===== src/rtl/fetch_boot_ctrl.sv =====
// Boot sequencer: holds the SoC core in reset, then gates fetch_enable until the fetch switch is
// on and the SPI loader has been quiet. Optional heartbeat watchdog under FETCH_BOOT_WDT_EN.
module fetch_boot_ctrl #(
  parameter int unsigned CNT_W        = 24,
  parameter int unsigned RST_CYCLES   = 16,
  parameter int unsigned QUIET_CYCLES = 1024,
  parameter int unsigned WDT_CYCLES   = 16777215
) (
  input  logic       clk,
  input  logic       rst_n,
  input  logic       fetch_sw_i,
  input  logic       spi_cs_i,
  input  logic       heartbeat_i,
  output logic       core_rst_n_o,
  output logic       fetch_enable_o,
  output logic [1:0] state_o,
  output logic       wdt_trip_o
);

  typedef enum logic [1:0] {
    StHold  = 2'd0,
    StIdle  = 2'd1,
    StQuiet = 2'd2,
    StRun   = 2'd3
  } state_e;

  localparam logic [CNT_W-1:0] RstLast   = CNT_W'(RST_CYCLES - 1);
  localparam logic [CNT_W-1:0] QuietLast = CNT_W'(QUIET_CYCLES - 1);

  state_e           state_q;
  logic [CNT_W-1:0] cnt_q;
  logic             sw_meta_q, sw_s;
  logic             cs_meta_q, cs_s;

  always_ff @(posedge clk) begin
    if (!rst_n) begin
      sw_meta_q <= 1'b0;
      sw_s      <= 1'b0;
      cs_meta_q <= 1'b1;
      cs_s      <= 1'b1;
    end else begin
      sw_meta_q <= fetch_sw_i;
      sw_s      <= sw_meta_q;
      cs_meta_q <= spi_cs_i;
      cs_s      <= cs_meta_q;
    end
  end

`ifdef FETCH_BOOT_WDT_EN
  localparam logic [CNT_W-1:0] WdtLast = CNT_W'(WDT_CYCLES - 1);

  logic hb_meta_q, hb_s, hb_q;
  logic hb_edge;
  logic wdt_trip_q;

  always_ff @(posedge clk) begin
    if (!rst_n) begin
      hb_meta_q <= 1'b0;
      hb_s      <= 1'b0;
      hb_q      <= 1'b0;
    end else begin
      hb_meta_q <= heartbeat_i;
      hb_s      <= hb_meta_q;
      hb_q      <= hb_s;
    end
  end

  assign hb_edge    = hb_s ^ hb_q;
  assign wdt_trip_o = wdt_trip_q;
`else
  logic unused_heartbeat;
  assign unused_heartbeat = heartbeat_i;
  assign wdt_trip_o       = 1'b0;
`endif

  always_ff @(posedge clk) begin
    if (!rst_n) begin
      state_q    <= StHold;
      cnt_q      <= '0;
`ifdef FETCH_BOOT_WDT_EN
      wdt_trip_q <= 1'b0;
`endif
    end else begin
`ifdef FETCH_BOOT_WDT_EN
      wdt_trip_q <= 1'b0;
`endif
      unique case (state_q)
        StHold: begin
          if (cnt_q == RstLast) begin
            state_q <= StIdle;
            cnt_q   <= '0;
          end else begin
            cnt_q <= cnt_q + CNT_W'(1);
          end
        end
        StIdle: begin
          if (sw_s && cs_s) begin
            state_q <= StQuiet;
            cnt_q   <= '0;
          end
        end
        StQuiet: begin
          if (!sw_s) begin
            state_q <= StIdle;
            cnt_q   <= '0;
          end else if (!cs_s) begin
            // Loader still active: restart the full quiet period.
            cnt_q <= '0;
          end else if (cnt_q == QuietLast) begin
            state_q <= StRun;
            cnt_q   <= '0;
          end else begin
            cnt_q <= cnt_q + CNT_W'(1);
          end
        end
        StRun: begin
`ifdef FETCH_BOOT_WDT_EN
          // A heartbeat edge rescues an expiring count; expiry beats the switch.
          if (!hb_edge && cnt_q == WdtLast) begin
            state_q    <= StHold;
            cnt_q      <= '0;
            wdt_trip_q <= 1'b1;
          end else if (!sw_s) begin
            state_q <= StIdle;
            cnt_q   <= '0;
          end else if (hb_edge) begin
            cnt_q <= '0;
          end else begin
            cnt_q <= cnt_q + CNT_W'(1);
          end
`else
          if (!sw_s) begin
            state_q <= StIdle;
            cnt_q   <= '0;
          end
`endif
        end
        default: begin
          state_q <= StHold;
          cnt_q   <= '0;
        end
      endcase
    end
  end

  assign core_rst_n_o   = (state_q != StHold);
  assign fetch_enable_o = (state_q == StRun);
  assign state_o        = state_q;

endmodule


===== config.mk =====
export PLATFORM = sky130hd
export DESIGN_NAME = fetch_boot_ctrl
export DESIGN_NICKNAME = d
export VERILOG_FILES = /design/src/rtl/fetch_boot_ctrl.sv
export SDC_FILE = /design/constraint.sdc
export NUM_CORES = 1
export LEC_CHECK = 0
export ABC_AREA = 1
export BUFFER_PORTS_ARGS = -buffer_cell sky130_fd_sc_hd__buf_2
export CORE_MARGIN = 10
export CORE_UTILIZATION = 57
export DETAILED_ROUTE_END_ITERATION = 8
export PLACE_DENSITY_LB_ADDON = 0.25
export SYNTH_ARGS = -nofsm -noshare
export SYNTH_HDL_FRONTEND = slang
export SYNTH_SLANG_ARGS = --single-unit

===== constraint.sdc =====
create_clock -name clk -period 2.05 [get_ports clk]
set_clock_uncertainty 0.15 [all_clocks]
set_input_delay 0.205 -clock clk [delete_from_list [all_inputs] [get_ports clk]]
set_output_delay 0.205 -clock clk [all_outputs]
set_load 0.1 [all_outputs]

==> flow_summary.json, run 1 <==
{
  "outcome": "finished clean",
  "synth-xor-area-share": 0.02327,
  "max_clock_freq_mhz": 534.7,
  "critPathArrivalTime_ns": 1.52,
  "grt_pass1_vias": 1549,
  "nets": 307,
  "tns_ns": 0,
  "synth_mux_area_frac": 0,
  "initial_utilization": 0.6065,
  "cts_made_buffers": 5,
  "ir_drop_mv": 0.5733,
  "clkTransAtPathRegs_ns": 0.09,
  "slowest_stage": "buf_2",
  "crit_cells": 4,
  "setup_viol": 0,
  "first_iter_violations": 144,
  "finish.instance_area_um2": 2068,
  "ys_seq_area_frac": 0.3191,
  "io_pins": 10,
  "crit_fanout": 6,
  "mostFrequentLayoutCells": "nand2_1, nor2_1, inv_1, dfxtp_1, nand3_1",
  "post-route-period-util": 0.9124,
  "r2r-end": "cnt_q[22]$_SDFFE_PN0P_",
  "diodes": 0,
  "rr_worst_depth": 10,
  "fin_util": 0.6665,
  "synth_top_family_by_area": "simple AND/OR/NAND/NOR gates",
  "layout_commonest_cell": "nand2_1",
  "coreArea_um2": 3103,
  "rows": 20,
  "wl_per_cell_um": 11.51,
  "clock_sinks": 30,
  "clockRootBuffer": "clkbuf_4",
  "first_pass_iters": 4,
  "cts_buffer_depth": 2,
  "rsz0062_at_grt": "false",
  "vias_per_cell": 5.047,
  "place_ws_ns": 0.1992,
  "crit_buf_inv": 3,
  "rr_startpoint": "state_o[1]$_SDFFE_PN0P_",
  "synth_nets": 293,
  "crit_path_start": "state_o[0]$_SDFFE_PN0P_",
  "synthCells": 281,
  "cts_setup_buffers": 0,
  "ant_nets": 0,
  "synth_compound_area_frac": 0.07048,
  "num_vias": 1716,
  "drive_gt1_frac": 0.1723,
  "crit_chain": "inv_1 -> ha_1 -> inv_1 -> buf_2",
  "yosysWarnings": 0,
  "cp-endpoint": "core_rst_n_o",
  "wirelength_um": 3915,
  "leakage_nw": 0.8659,
  "end_kind": "primary output",
  "power.density_nw_per_um2": 981.7,
  "grt_pass1_wl_um": 6824,
  "die_y_um": 77.46,
  "netlist_area_um2": 1882,
  "path_class": "reg2out",
  "hp-class": "in2reg",
  "synth.ff_latch_count": 30,
  "fp.dieW_um": 77.46,
  "r2r_slack_ns": 0.20,
  "drv_slew": 0,
  "place.gp.congestion": 0.8777,
  "setup_ws_ns": 0.1796,
  "yosysUniqueCellTypes": 32,
  "hold_viol_final": 0,
  "placedInstanceArea_um2": 1979,
  "grt_usage": 0.1365,
  "start_kind": "register",
  "hpwl_um": 2985,
  "drc": 0,
  "layout_min_cycle_time_ns": 1.870,
  "avgSynthCellArea_um2": 6.697,
  "synth_fa_ha_area_frac": 0.04654,
  "area_growth_pct": 9.907,
  "port_buffers": 7,
  "grt_max_degree": 12,
  "max_stage_delay_ns": 0.41,
  "clkLatencyLatePin_ns": 0.34,
  "critical-path-top-delay-family": "buffers and inverters",
  "antenna_found_initial": 0,
  "timing.max_cap.violations": 0,
  "htree_levels": 2,
  "die_area_um2": 5999,
  "grt_overflow": 0,
  "critPathMostFrequentCell": "inv_1",
  "required_ns": 1.69,
  "cts_tree": "done",
  "yosys.area_share.simple": 0.4302
}
flip-flops by register name, indices dropped and copies added (netlist names):
name	flops
cnt_q	24
cs_meta_q	1
cs_s	1
state_o	2
sw_meta_q	1
sw_s	1
worst min-delay path by stage:
stage,cells past startpoint,end,start
CTS,3,state_o[0]$_SDFFE_PN0P_,rst_n
global route,3,state_o[0]$_SDFFE_PN0P_,rst_n
finish,3,state_o[0]$_SDFFE_PN0P_,rst_n
floorplan,2,sw_meta_q$_SDFF_PN0_,fetch_sw_i
detailed placement,1,cs_s$_SDFF_PN1_,cs_meta_q$_SDFF_PN1_
global placement,2,cs_meta_q$_SDFF_PN1_,spi_cs_i
final cells by class:
class                           instances  area, um^2
Clock inverter                          1       5.005
Timing Repair Buffer                   13       85.08
Clock buffer                            7       55.05
Multi-Input combinational cell        202        1095
Inverter                               43       165.2
Sequential cell                        30       608.1
Tap cell                               44       55.05
Fill cell                             303        1035
logic make-up (layout without fill, tap and decap cells):
| group | Yosys count | in the layout |
|---|---|---|
| other cells | 1 | 1 |
| xor+xnor | 5 | 5 |
| flops | 30 | 30 |
| buf+inv | 49 | 64 |
| compound gates | 25 | 25 |
| simple gates | 164 | 164 |
| fa+ha+maj | 7 | 7 |
synth_stat cells (all sizes together):
master,instances,area share
nand2,63,0.13
nor2,49,0.12
clkbuf,2,0.0040
a21oi,14,0.039
ha,7,0.047
a31oi,1,0.0033
nand4,6,0.023
nand3,27,0.090
conb,1,0.0020
xnor2,1,0.0047
xor2,4,0.019
o21ai,9,0.024
inv,43,0.086
nor3b,2,0.0080
o21bai,1,0.0040
nand3b,1,0.0040
buf,4,0.019
nor3,14,0.051
or2,2,0.0066
dfxtp,30,0.32
power by group:
part / internal (mW) / switching, mW
logic: 0.249 / 0.708
registers: 0.640 / 0.0635
clock network: 0.166 / 0.203
per-stage QoR:
stage,power (mW),cells,hold slack (ns)
3_5_place_dp,1.659,330,0.2517
4_1_cts,2.037,340,0.02693
2_1_floorplan,1.499,281,0.1526
6_report,2.030,340,0.04525
3_3_place_gp,1.651,330,0.2398
5_1_grt,2.149,340,0.04450
routing by layer:
layer / up-vias / share of wire / global-route usage
met1: 757 / 0.49 / 0.1677
li1: 916 / - / -
met4: 0 / 0.016 / 0.05657
met2: 36 / 0.45 / 0.2174
met3: 7 / 0.046 / 0.04032
met5: - / 0 / 0
tightest hold or removal path, stage by stage:
cell and delay (ns):
buf_2 0.17, nand2_1 0.09, nor2_1 0.03
timing repair:
item / CTS / global route
gates resized for setup: 0 / 2
hold endpoints to repair: 2 / 0
hold buffers: 2 / 0
endpoints found under the setup margin: 0 / 4
(Power assumes the default switching activity.)
==> run 2: changes to the inputs <==
--- a/config.mk
+++ b/config.mk
@@ -8,7 +8,7 @@
 export ABC_AREA = 1
 export BUFFER_PORTS_ARGS = -buffer_cell sky130_fd_sc_hd__buf_2
 export CORE_MARGIN = 10
-export CORE_UTILIZATION = 57
+export CORE_UTILIZATION = 59
 export DETAILED_ROUTE_END_ITERATION = 8
 export PLACE_DENSITY_LB_ADDON = 0.25
 export SYNTH_ARGS = -nofsm -noshare
==> constraint.sdc (replaced) <==
create_clock -name clk -period 2 [get_ports clk]
set_clock_uncertainty 0.15 [all_clocks]
set_input_delay 0.2 -clock clk [delete_from_list [all_inputs] [get_ports clk]]
set_output_delay 0.2 -clock clk [all_outputs]
set_load 0.1 [all_outputs]
==> flow_summary.json, run 2 (synthesis results as in run 1) <==
{
  "ant_nets": 0,
  "area_growth_pct": 9.907,
  "largest-register": "cnt_q",
  "grt_pass1_vias": 1502,
  "cp-endpoint": "core_rst_n_o",
  "coreArea_um2": 3053,
  "end_kind": "primary output",
  "port_buffers": 7,
  "cts_setup_buffers": 0,
  "crit_path_start": "state_o[0]$_SDFFE_PN0P_",
  "rr_startpoint": "state_o[1]$_SDFFE_PN0P_",
  "num_vias": 1677,
  "fin_util": 0.6775,
  "first_pass_iters": 4,
  "clock_sinks": 30,
  "die_y_um": 76.48,
  "critPathArrivalTime_ns": 1.51,
  "place_inst": 330,
  "drc": 0,
  "htree_levels": 2,
  "first_iter_violations": 122,
  "cts_buffer_depth": 2,
  "max_stage_delay_ns": 0.41,
  "critPathMostFrequentCell": "inv_1",
  "fp.dieW_um": 76.48,
  "crit_chain": "inv_1 -> ha_1 -> inv_1 -> buf_2",
  "nets": 307,
  "grt_overflow": 0,
  "crit_fanout": 6,
  "post-route-period-util": 0.9294,
  "antenna_found_initial": 0,
  "ir_drop_mv": 0.6559,
  "timing.max_cap.violations": 0,
  "outcome": "finished clean",
  "clkTransAtPathRegs_ns": 0.09,
  "mostFrequentLayoutCells": "nand2_1, nor2_1, inv_1, dfxtp_1, nand3_1",
  "max_clock_freq_mhz": 538.0,
  "setup_viol": 0,
  "wirelength_um": 3880,
  "start_kind": "register",
  "wl_per_cell_um": 11.41,
  "rr_worst_depth": 9,
  "hpwl_um": 2916,
  "fill_cells": 301,
  "initial_utilization": 0.6164,
  "place.gp.congestion": 0.9111,
  "grt_max_degree": 12,
  "hold_slack_ns": 0.04243,
  "required_ns": 1.65,
  "cts_made_buffers": 5,
  "grt_pass1_wl_um": 6734,
  "instances_no_fill": 340,
  "tns_ns": 0,
  "hp-class": "in2reg",
  "largest_register_ffs": 24,
  "clkLatencyLatePin_ns": 0.34,
  "diodes": 0,
  "rows": 20,
  "r2r-end": "cnt_q[16]$_SDFFE_PN0P_",
  "die_area_um2": 5848,
  "layout_min_cycle_time_ns": 1.859,
  "r2r_slack_ns": 0.15,
  "drive_gt1_frac": 0.1757,
  "cts_tree": "done",
  "path_class": "reg2out",
  "drv_slew": 0,
  "leakage_nw": 0.8755,
  "vias_per_cell": 4.932,
  "clockRootBuffer": "clkbuf_4",
  "grt_usage": 0.1370,
  "layout_commonest_cell": "nand2_1",
  "power.density_nw_per_um2": 1007,
  "rsz0062_at_grt": "false",
  "hold_viol_final": 0,
  "io_pins": 10,
  "slowest_stage": "buf_2"
}
==> run 2: what timing repair did <==
item / in CTS / in global routing
resized for setup: 0 / 2
hold buffers: 2 / 0
hold endpoints to repair: 2 / 0
setup endpoints to repair: 0 / 3
==> run 2: routing by layer <==
metal,up-vias,track usage,share of wire
met3,4,0.03420,0.036
li1,917,-,-
met1,734,0.1783,0.50
met5,-,0,0
met4,0,0.05576,0.011
met2,22,0.2092,0.45
==> run 2: per-stage QoR <==
step | power [mW] | setup WS (ns) | area (um^2)
floorplan | 1.536 | 0.07715 | 1902
global placement | 1.689 | 0.1536 | 1979
detailed placement | 1.705 | 0.1368 | 1979
CTS | 2.092 | 0.1170 | 2062
global route | 2.205 | 0.002549 | 2068
finish | 2.082 | 0.1412 | 2068
==> run 2: report_power, final <==
group | leakage [nW] | total, mW | internal [mW] | switching, mW
combinational | 0.592 | 0.972 | 0.249 | 0.723
clock | 0.0386 | 0.388 | 0.170 | 0.219
sequential | 0.245 | 0.722 | 0.657 | 0.0653
total | 0.875 | 2.08 | 1.08 | 1.01
==> run 2: final cells by class <==
class,instances,area [um^2],share of cell area
well taps,44,55.05,0.02662
multi-input cells,202,1096,0.5299
flip-flops and latches,30,608.1,0.2940
clock inverters,2,11.26,0.005445
clock buffers,6,51.30,0.02480
repair buffers,13,85.08,0.04114
inverters,43,161.4,0.07804
==> run 2: worst min-delay path by stage <==
stage                     startpoint                    to  slack [ns]  cells past startpoint
after CTS                      rst_n  sw_meta_q$_SDFF_PN0_        0.04                      3
after global placement    fetch_sw_i  sw_meta_q$_SDFF_PN0_        0.23                      3
final                          rst_n       sw_s$_SDFF_PN0_        0.04                      3
after detailed placement  fetch_sw_i  sw_meta_q$_SDFF_PN0_        0.24                      3
after floorplan           fetch_sw_i  sw_meta_q$_SDFF_PN0_        0.15                      2
after global routing           rst_n  sw_meta_q$_SDFF_PN0_        0.05                      3
==> run 2: critical path: cells and delay by family, from the launching register on <==
kind	cells	cell delay (ns)
adders and majority gates	1	0.22
DFF	1	0.40
buffers and inverters	3	0.55
==> run 3: changes to the inputs <==
--- a/config.mk
+++ b/config.mk
@@ -10,6 +10,7 @@
 export CORE_MARGIN = 10
 export CORE_UTILIZATION = 59
 export DETAILED_ROUTE_END_ITERATION = 8
+export MAX_ROUTING_LAYER = met4
 export PLACE_DENSITY_LB_ADDON = 0.25
 export SYNTH_ARGS = -nofsm -noshare
 export SYNTH_HDL_FRONTEND = slang
==> flow_summary.json, run 3 (synthesis results as in run 1) <==
{
  "outcome": "finished clean",
  "grt_pass1_vias": 1498,
  "antenna_found_initial": 0,
  "cts_buffer_depth": 2,
  "hp-class": "in2reg",
  "power.density_nw_per_um2": 1006,
  "drv_slew": 0,
  "mostFrequentLayoutCells": "nand2_1, nor2_1, inv_1, dfxtp_1, nand3_1",
  "crit_chain": "inv_1 -> ha_1 -> inv_1 -> buf_2",
  "drc": 0,
  "critPathMostFrequentCell": "inv_1",
  "place.gp.congestion": 0.9268,
  "wirelength_um": 3880,
  "ir_drop_mv": 0.6549,
  "wl_per_cell_um": 11.41,
  "area_growth_pct": 9.907,
  "timing.max_cap.violations": 0,
  "layout_min_cycle_time_ns": 1.859,
  "crit_buf_inv": 3,
  "port_buffers": 7,
  "critical-path-top-delay-family": "buffers and inverters",
  "cts_setup_buffers": 0,
  "top_layer": "met4",
  "wl_met2_um": 1774,
  "end_kind": "primary output",
  "largest-register": "cnt_q",
  "post-route-period-util": 0.9296,
  "drive_gt1_frac": 0.1757,
  "io_pins": 10,
  "htree_levels": 2,
  "clockRootBuffer": "clkbuf_4",
  "place_inst": 330,
  "clock_sinks": 30,
  "max_clock_freq_mhz": 537.9,
  "coreArea_um2": 3053,
  "layout_commonest_cell": "nand2_1",
  "first_pass_iters": 4,
  "wl_met3_um": 144,
  "grt_usage": 0.1409,
  "crit_fanout": 6,
  "largest_register_ffs": 24,
  "setup_viol": 0,
  "hpwl_um": 2916,
  "die_area_um2": 5848,
  "instances_no_fill": 340,
  "cts_tree": "done",
  "clkLatencyLatePin_ns": 0.34,
  "grt_max_degree": 12,
  "wl_met1_um": 1916,
  "path_class": "reg2out",
  "first_iter_violations": 122,
  "grt_pass1_wl_um": 6755,
  "rsz0062_at_grt": "false",
  "hold_slack_ns": 0.04202,
  "ant_nets": 0,
  "hold_viol_final": 0,
  "required_ns": 1.65,
  "num_vias": 1687,
  "start_kind": "register",
  "slowest_stage": "buf_2",
  "initial_utilization": 0.6164,
  "nets": 307,
  "cts_made_buffers": 5,
  "fp.dieW_um": 76.48,
  "diodes": 0,
  "vias_per_cell": 4.962,
  "tns_ns": 0,
  "rows": 20,
  "max_stage_delay_ns": 0.41,
  "clkTransAtPathRegs_ns": 0.09,
  "critPathArrivalTime_ns": 1.51,
  "die_y_um": 76.48,
  "leakage_nw": 0.8755,
  "grt_overflow": 0
}
[run 3: path summary, 6_finish.rpt]
check / start / end / slack, ns / depth (start not counted)
worst min-delay path: rst_n / sw_s$_SDFF_PN0_ / 0.04 / 3
worst min register to register: sw_meta_q$_SDFF_PN0_ / sw_s$_SDFF_PN0_ / 0.27 / 2
worst max-delay path: state_o[0]$_SDFFE_PN0P_ / core_rst_n_o / 0.14 / 4
worst max register to register: state_o[1]$_SDFFE_PN0P_ / cnt_q[16]$_SDFFE_PN0P_ / 0.15 / 9
[run 3: timing repair]
| action | 4_1_cts | 5_1_grt |
|---|---|---|
| setup endpoints to repair | 0 | 3 |
| resized for setup | 0 | 2 |
| hold endpoints to repair | 2 | 0 |
| hold buffers | 2 | 0 |
[run 3: stage by stage]
stage / setup slack [ns] / power (mW) / cell area [um^2] / util
2_1_floorplan: 0.07715 / 1.536 / 1902 / -
3_3_place_gp: 0.1536 / 1.689 / 1979 / 0.6484
3_5_place_dp: 0.1368 / 1.705 / 1979 / 0.6484
4_1_cts: 0.1170 / 2.092 / 2062 / 0.6754
5_1_grt: 0.002549 / 2.207 / 2068 / 0.6775
6_report: 0.1408 / 2.081 / 2068 / 0.6775
[run 3: tightest hold or removal path, delay by kind of cell]
| family | cells | cell delay [ns] |
|---|---|---|
| buffers and inverters | 2 | 0.21 |
| AND/OR/NAND/NOR | 1 | 0.08 |
[run 3: where the power goes]
group | total [mW] | internal (mW) | switching [mW]
clock network | 0.388 | 0.170 | 0.218
logic | 0.971 | 0.249 | 0.722
registers | 0.722 | 0.657 | 0.0653
[run 3: final cells by class]
type                            count  area [um^2]
Multi-Input combinational cell    202         1096
Fill cell                         301        984.7
Sequential cell                    30        608.1
Inverter                           43        161.4
Timing Repair Buffer               13        85.08
Tap cell                           44        55.05
Clock buffer                        6        51.30
Clock inverter                      2        11.26
[run 3: routing by layer]
layer,up-vias,track usage
met5,-,-
met4,0,0.05576
met3,4,0.03302
met2,23,0.2092
met1,741,0.1797
li1,919,-
